[config.mk]
export PLATFORM = sky130hd
export DESIGN_NAME = wb_port_arbiter
export DESIGN_NICKNAME = d
export VERILOG_FILES = /design/src/rtl/wb_port_arbiter_pkg.sv /design/src/rtl/wb_rr_picker.sv /design/src/rtl/wb_port_arbiter.sv
export SDC_FILE = /design/constraint.sdc
export NUM_CORES = 1
export LEC_CHECK = 0
export ABC_AREA = 1
export CAP_MARGIN = 20
export CORE_ASPECT_RATIO = 1.4
export CORE_MARGIN = 2
export CORE_UTILIZATION = 65
export DETAILED_ROUTE_END_ITERATION = 12
export DONT_BUFFER_PORTS = 1
export PLACE_DENSITY_LB_ADDON = 0.05
export SLEW_MARGIN = 20
export SYNTH_ARGS = -nofsm -noshare
export SYNTH_HDL_FRONTEND = slang
export SYNTH_SLANG_ARGS = --single-unit
[constraint.sdc]
create_clock -name clk -period 14.38 [get_ports clk]
set_input_delay 2.876 -clock clk [delete_from_list [all_inputs] [get_ports clk]]
set_output_delay 2.876 -clock clk [all_outputs]
set_load 0.005 [all_outputs]
[src/rtl/wb_port_arbiter_pkg.sv]
// Writeback request types and helpers shared by the writeback arbiter, ROB and RF write ports.
// Latency: n/a (types, constants and a combinational helper only).
// Backpressure: n/a.
package wb_port_arbiter_pkg;

  localparam int SQN_W        = 6;
  localparam int TAG_W        = 6;
  localparam int NM_W         = 5;
  localparam int DATA_W       = 32;
  localparam int STARVE_CNT_W = 4;

  typedef struct packed {
    logic              valid;
    logic [SQN_W-1:0]  sqN;
    logic [TAG_W-1:0]  tagDst;
    logic [NM_W-1:0]   nmDst;
    logic [DATA_W-1:0] result;
  } WBReq_t;

  // An entry is flushed when it is strictly younger than the branch sqN (wrap-aware compare).
  function automatic logic isKilled(input logic [SQN_W-1:0] sqN,
                                    input logic [SQN_W-1:0] invSqN,
                                    input logic             inv);
    logic [SQN_W-1:0] diff;
    diff = sqN - invSqN;
    return inv && !diff[SQN_W-1] && (diff != '0);
  endfunction

endpackage

[src/rtl/wb_rr_picker.sv]
// Round-robin find-first-set over slot requests 1..NUM_REQ-1, starting at rrPtr and wrapping to 1.
// Latency: purely combinational.
// Backpressure: none; found=0 when no slot requests.
module wb_rr_picker #(
  parameter int NUM_REQ = 3,
  parameter int IDX_W   = 2
) (
  input  logic [NUM_REQ-1:1] req,
  input  logic [IDX_W-1:0]   rrPtr,
  output logic [IDX_W-1:0]   grantIdx,
  output logic               found
);

  // Walk NUM_REQ-1 positions from rrPtr; first requesting slot wins.
  always_comb begin
    int cand;
    grantIdx = '0;
    found    = 1'b0;
    cand     = 0;
    for (int k = 0; k < NUM_REQ - 1; k++) begin
      cand = int'(rrPtr) + k;
      if (cand > NUM_REQ - 1) cand = cand - (NUM_REQ - 1);
      if (!found && req[cand]) begin
        found    = 1'b1;
        grantIdx = IDX_W'(cand);
      end
    end
  end

endmodule

[src/rtl/wb_port_arbiter.sv]
// Shares one writeback lane between a single-cycle ALU (req 0) and parked multi-cycle units; optional WB_ARB_SKID_RELEASE_EN.
// Latency: 1 edge for req 0, 2 edges for slow units (capture into slot, then win).
// Backpressure: OUT_stall[i] while slot i is full (released in the grant cycle with WB_ARB_SKID_RELEASE_EN); OUT_stall[0]=0.
module wb_port_arbiter
  import wb_port_arbiter_pkg::*;
#(
  parameter int NUM_REQ      = 3,
  parameter int STARVE_LIMIT = 4
) (
  input  logic                            clk,
  input  logic                            rst,
  input  logic [NUM_REQ-1:0]              IN_valid,
  input  logic [NUM_REQ-1:0][SQN_W-1:0]   IN_sqN,
  input  logic [NUM_REQ-1:0][TAG_W-1:0]   IN_tagDst,
  input  logic [NUM_REQ-1:0][NM_W-1:0]    IN_nmDst,
  input  logic [NUM_REQ-1:0][DATA_W-1:0]  IN_result,
  output logic [NUM_REQ-1:0]              OUT_stall,
  input  logic                            IN_invalidate,
  input  logic [SQN_W-1:0]                IN_invalidateSqN,
  output logic                            OUT_blockFast,
  output logic                            OUT_valid,
  output logic [SQN_W-1:0]                OUT_sqN,
  output logic [TAG_W-1:0]                OUT_tagDst,
  output logic [NM_W-1:0]                 OUT_nmDst,
  output logic [DATA_W-1:0]               OUT_result
);

  localparam int IDX_W = $clog2(NUM_REQ);
  localparam logic [STARVE_CNT_W-1:0] STARVE_TH  = STARVE_CNT_W'(STARVE_LIMIT - 1);
  localparam logic [STARVE_CNT_W-1:0] STARVE_MAX = '1;

  WBReq_t                  inReq [NUM_REQ-1:0];
  WBReq_t                  slot  [NUM_REQ-1:1];
  WBReq_t                  win;
  logic [STARVE_CNT_W-1:0] starveCnt [NUM_REQ-1:1];
  logic [NUM_REQ-1:1]      slotValid, slotKill, slotLive, inKill, grant, capture;
  logic [IDX_W-1:0]        rrPtr, pickIdx;
  logic                    pickFound, aluLive, slowGrant, anyStarve;

  // Bundle the flat input ports into request records.
  always_comb begin
    for (int i = 0; i < NUM_REQ; i++) begin
      inReq[i].valid  = IN_valid[i];
      inReq[i].sqN    = IN_sqN[i];
      inReq[i].tagDst = IN_tagDst[i];
      inReq[i].nmDst  = IN_nmDst[i];
      inReq[i].result = IN_result[i];
    end
  end

  // Apply the branch flush before arbitration so a killed entry can never be picked.
  always_comb begin
    aluLive = IN_valid[0] && !isKilled(IN_sqN[0], IN_invalidateSqN, IN_invalidate);
    for (int i = 1; i < NUM_REQ; i++) begin
      slotValid[i] = slot[i].valid;
      slotKill[i]  = slot[i].valid && isKilled(slot[i].sqN, IN_invalidateSqN, IN_invalidate);
      slotLive[i]  = slot[i].valid && !slotKill[i];
      inKill[i]    = isKilled(IN_sqN[i], IN_invalidateSqN, IN_invalidate);
    end
  end

  wb_rr_picker #(
    .NUM_REQ (NUM_REQ),
    .IDX_W   (IDX_W)
  ) picker (
    .req      (slotLive),
    .rrPtr    (rrPtr),
    .grantIdx (pickIdx),
    .found    (pickFound)
  );

  // Live ALU result always beats parked slots; otherwise the picked slot is granted.
  always_comb begin
    slowGrant = !aluLive && pickFound;
    win       = '0;
    if (aluLive) win = inReq[0];
    for (int i = 1; i < NUM_REQ; i++) begin
      grant[i] = slowGrant && (pickIdx == IDX_W'(i));
      if (grant[i]) win = slot[i];
    end
  end

  // Stall and capture qualification per slow requester.
  always_comb begin
    OUT_stall[0] = 1'b0;
    for (int i = 1; i < NUM_REQ; i++) begin
`ifdef WB_ARB_SKID_RELEASE_EN
      OUT_stall[i] = slotValid[i] && !grant[i];
`else
      OUT_stall[i] = slotValid[i];
`endif
      capture[i] = IN_valid[i] && !OUT_stall[i] && !inKill[i];
    end
  end

  // Any live slot waiting long enough asks the scheduler to hold off ALU issue.
  always_comb begin
    anyStarve = 1'b0;
    for (int i = 1; i < NUM_REQ; i++) begin
      if (slotLive[i] && (starveCnt[i] >= STARVE_TH)) anyStarve = 1'b1;
    end
  end

  // Holding slots and their starvation counters; a capture overrides a same-edge free.
  always_ff @(posedge clk or posedge rst) begin
    if (rst) begin
      for (int i = 1; i < NUM_REQ; i++) begin
        slot[i]      <= '0;
        starveCnt[i] <= '0;
      end
    end else begin
      for (int i = 1; i < NUM_REQ; i++) begin
        if (capture[i]) begin
          slot[i] <= inReq[i];
        end else if (grant[i] || slotKill[i]) begin
          slot[i].valid <= 1'b0;
        end
        if (slotLive[i] && !grant[i]) begin
          starveCnt[i] <= (starveCnt[i] == STARVE_MAX) ? STARVE_MAX : starveCnt[i] + 1'b1;
        end else begin
          starveCnt[i] <= '0;
        end
      end
    end
  end

  // Round-robin pointer advance and fast-issue block.
  always_ff @(posedge clk or posedge rst) begin
    if (rst) begin
      rrPtr         <= IDX_W'(1);
      OUT_blockFast <= 1'b0;
    end else if (slowGrant) begin
      rrPtr         <= (pickIdx == IDX_W'(NUM_REQ - 1)) ? IDX_W'(1) : pickIdx + 1'b1;
      OUT_blockFast <= 1'b0;
    end else if (anyStarve) begin
      OUT_blockFast <= 1'b1;
    end
  end

  // Register the winner onto the lane; fields hold when nothing wins.
  always_ff @(posedge clk or posedge rst) begin
    if (rst) begin
      OUT_valid  <= 1'b0;
      OUT_sqN    <= '0;
      OUT_tagDst <= '0;
      OUT_nmDst  <= '0;
      OUT_result <= '0;
    end else begin
      OUT_valid <= win.valid;
      if (win.valid) begin
        OUT_sqN    <= win.sqN;
        OUT_tagDst <= win.tagDst;
        OUT_nmDst  <= win.nmDst;
        OUT_result <= win.result;
      end
    end
  end

endmodule

==> results_dict.tcl <==
set metrics [dict create \
    synth_edf_count 0 \
    worst_slew_pin_slew_ns 1.10 \
    clock-sinks 161 \
    antenna_left 0 \
    finalCriticalPeriod_ns 6.78 \
    gp_congestion 0.870 \
    crit_path_max_fanout 102 \
    hold_ws_ns 0.471 \
    max-vdd-ir-drop_mv 0.143 \
    synth_area_sq_mm 0.00855 \
    drc_errors 0 \
    synth.top_cells.by_area "dfrtp_1, nand4_1, nand2_1" \
    start_util_pct 66.4 \
    ios 213 \
    critPathBufInv 3 \
    cp_common_cell "nand2_1" \
    clkSlewWorstSetupHoldPaths_ns 0.06 \
    hp-start "rrPtr[1]" \
    rr_worst_depth 16 \
    p_leak_nw 4.59 \
    cpMaxStageDelayCell "nor2_4" \
    final_util_pct 70.4 \
    seq_area_frac_synth_pct 47.1 \
    dpl.cell_count 1128 \
    antenna_found_initial 0 \
    fillerInstances 1044 \
    cp.arrival_ns 7.04 \
    async_flop_share_pct 100 \
    min_path_type "reg -> reg" \
    final_nets 1185 \
    grt_overflow 0 \
    track_usage_pct 33.4 \
    portBuffers 0 \
    finalSetupViolations 0 \
    vias 7334 \
    ys_ff_latch 161 \
    status "completed" \
    worstPathRequired_ns 14.64 \
    ys_types 35 \
    grt_pass1_vias 7581 \
    rows 49 \
    r2r_end "OUT_tagDst[4]" \
    layout-drive-gt1-share_pct 5.56 \
    hpwl_um 14900 \
    path_delay_family "simple AND/OR/NAND/NOR gates" \
    synth_top_cell_by_area "dfrtp_1" \
    hold_buffers 0 \
    die_w_um 101 \
    ys_warn_count 0 \
    cts_resized 0 \
    worstSetupPathType "in -> reg" \
    grt_pass1_wl_um 37000 \
    rsz0062_at_grt "no" \
    drt_iter0_markers 720 \
    clockBufferDepth 2 \
    wl_per_cell_um 19.9 \
    dr.pass1.iters 7 \
    numCtsBuffers 17 \
    hold_viol 0 \
    r2r-start "slot[43]" \
    holdPathEnd "rrPtr[1]" \
    grt_start_max_net_pins 103 \
    endpoint_kind "register" \
    critPathLaunchType "input pin" \
    max_stage_delay_ns 0.78 \
    whs_path_depth 2 \
    cts_tree "done" \
    path_cells "inv_1, ha_1, fa_1, nand3b_1, a21oi_1, nor2_1, nand2_1, nand2_1, nand2_4, inv_2, nor2_4, buf_16, nand2_2, nand2_2, nand2_1" \
    stdcell_count 1160 \
    power_density_mw_per_mm2 217 \
    h-tree-depth 4 \
    die_area_sq_mm 0.0141 \
    netlist_instances 1040 \
    drv_cap 0 \
    insertion_delay_ns 0.41 \
    vias_per_cell 6.32 \
    antenna_cells 0 \
    post-cts-setup-buffers 0 \
    avgSynthCellArea_sq_um 8.22 \
    yosysMostFrequentCell "nand2_1" \
    root_buffer "clkbuf_16" \
    netlist.area_leader.share_pct 46.8 \
    relSlewSlack_pct 27.0 \
    area_growth_syn_to_layout_pct 5.97 \
    drt_wl_total_um 23000 \
    synth_flop_cell "dfrtp_1" \
    finalCritPeriodShare_pct 47.2 \
    core_sq_mm 0.0129 \
    synth_common_cells "nand2_1, dfrtp_1, inv_1, nand4_1, o21ai_0" \
    syn_nets 1231 \
    maxSlewViolCount 0 \
    finalClockSkew_ns 0.0158 \
    fmax_ghz 0.147 \
    final.setup.tns_ns 0 \
    r2r_setup_slack_ns 10.47 \
    die_y_um 140 \
]
logic make-up after synthesis:
| group | share of synthesized area [%] |
|---|---|
| flops | 47.1 |
| compound gates | 8.22 |
| xor+xnor | 1.23 |
| fa+ha+maj | 5.12 |
| simple gates | 27.1 |
| buf+inv | 11.1 |
| other cells | 0.0439 |
through the flow:
stage	power [mW]	cell area (sq um)	setup slack, ns
after global placement	1.44	8400	7.28
after detailed placement	1.49	8450	7.35
after floorplan	1.32	8550	7.16
after global routing	2.10	9060	7.41
final	1.96	9060	7.60
after CTS	1.96	9050	7.80
layout by cell type, fill, tap and decap left out, drive strengths merged:
cell type,Yosys,routed
nand3,70,70
ha,27,27
inv,152,160
nor2,20,20
clkbuf,18,18
buf,52,5
xnor2,7,7
nand2,233,233
conb,1,1
dfstp,1,1
or2,2,2
nand3b,3,3
a21boi,1,1
bufinv,0,2
dfrtp,160,160
nor3,1,1
fa,5,5
a21oi,23,23
nand4,149,149
xor2,5,5
clkinvlp,0,2
clkinv,0,2
o21ai,110,110
state kept, by name, indices dropped and copies added, names as in the netlist:
signal	cells
OUT_blockFast	1
OUT_tagDst	6
starveCnt	8
slot	98
OUT_stall	2
OUT_valid	1
rrPtr	2
OUT_sqN	6
OUT_nmDst	5
OUT_result	32
tightest hold or removal path: cells and delay by family, from the launching register on:
| kind | cells | cell delay [ns] |
|---|---|---|
| DFF | 1 | 0.34 |
| and+or+nand+nor | 2 | 0.10 |
metal layers:
metal	global-route usage [%]	routed length, um	up-vias	part of all wire [%]
met5	0	0	-	0
met4	15.8	725	0	3.1
met3	9.44	2040	62	8.9
met2	55.3	11800	377	51
met1	39.8	8520	3514	37
li1	-	-	3381	-
how the worst max path moves through the flow:
stage / from / end / cells past startpoint
CTS: IN_sqN[0] / OUT_stall[2] / 15
finish: IN_sqN[0] / OUT_stall[2] / 15
global placement: IN_sqN[0] / OUT_stall[2] / 14
global route: IN_invalidateSqN[2] / OUT_stall[2] / 17
floorplan: rst / OUT_blockFast / 1
detailed placement: IN_sqN[0] / OUT_stall[2] / 15
layout make-up:
cell class | instances | area [sq um] | area share [%]
Sequential cell | 161 | 4030 | 44.5
Multi-Input combinational cell | 657 | 3580 | 39.5
Inverter | 152 | 578 | 6.38
Clock buffer | 18 | 439 | 4.85
Tap cell | 153 | 191 | 2.11
Clock inverter | 14 | 164 | 1.81
Timing Repair Buffer | 5 | 77.6 | 0.856
where the power goes:
part           internal [mW]  switching (mW)
logic                  0.216           0.442
registers              0.674           0.173
clock network          0.266           0.194
total                   1.16           0.808
Power figures use the tool's default switching activity.
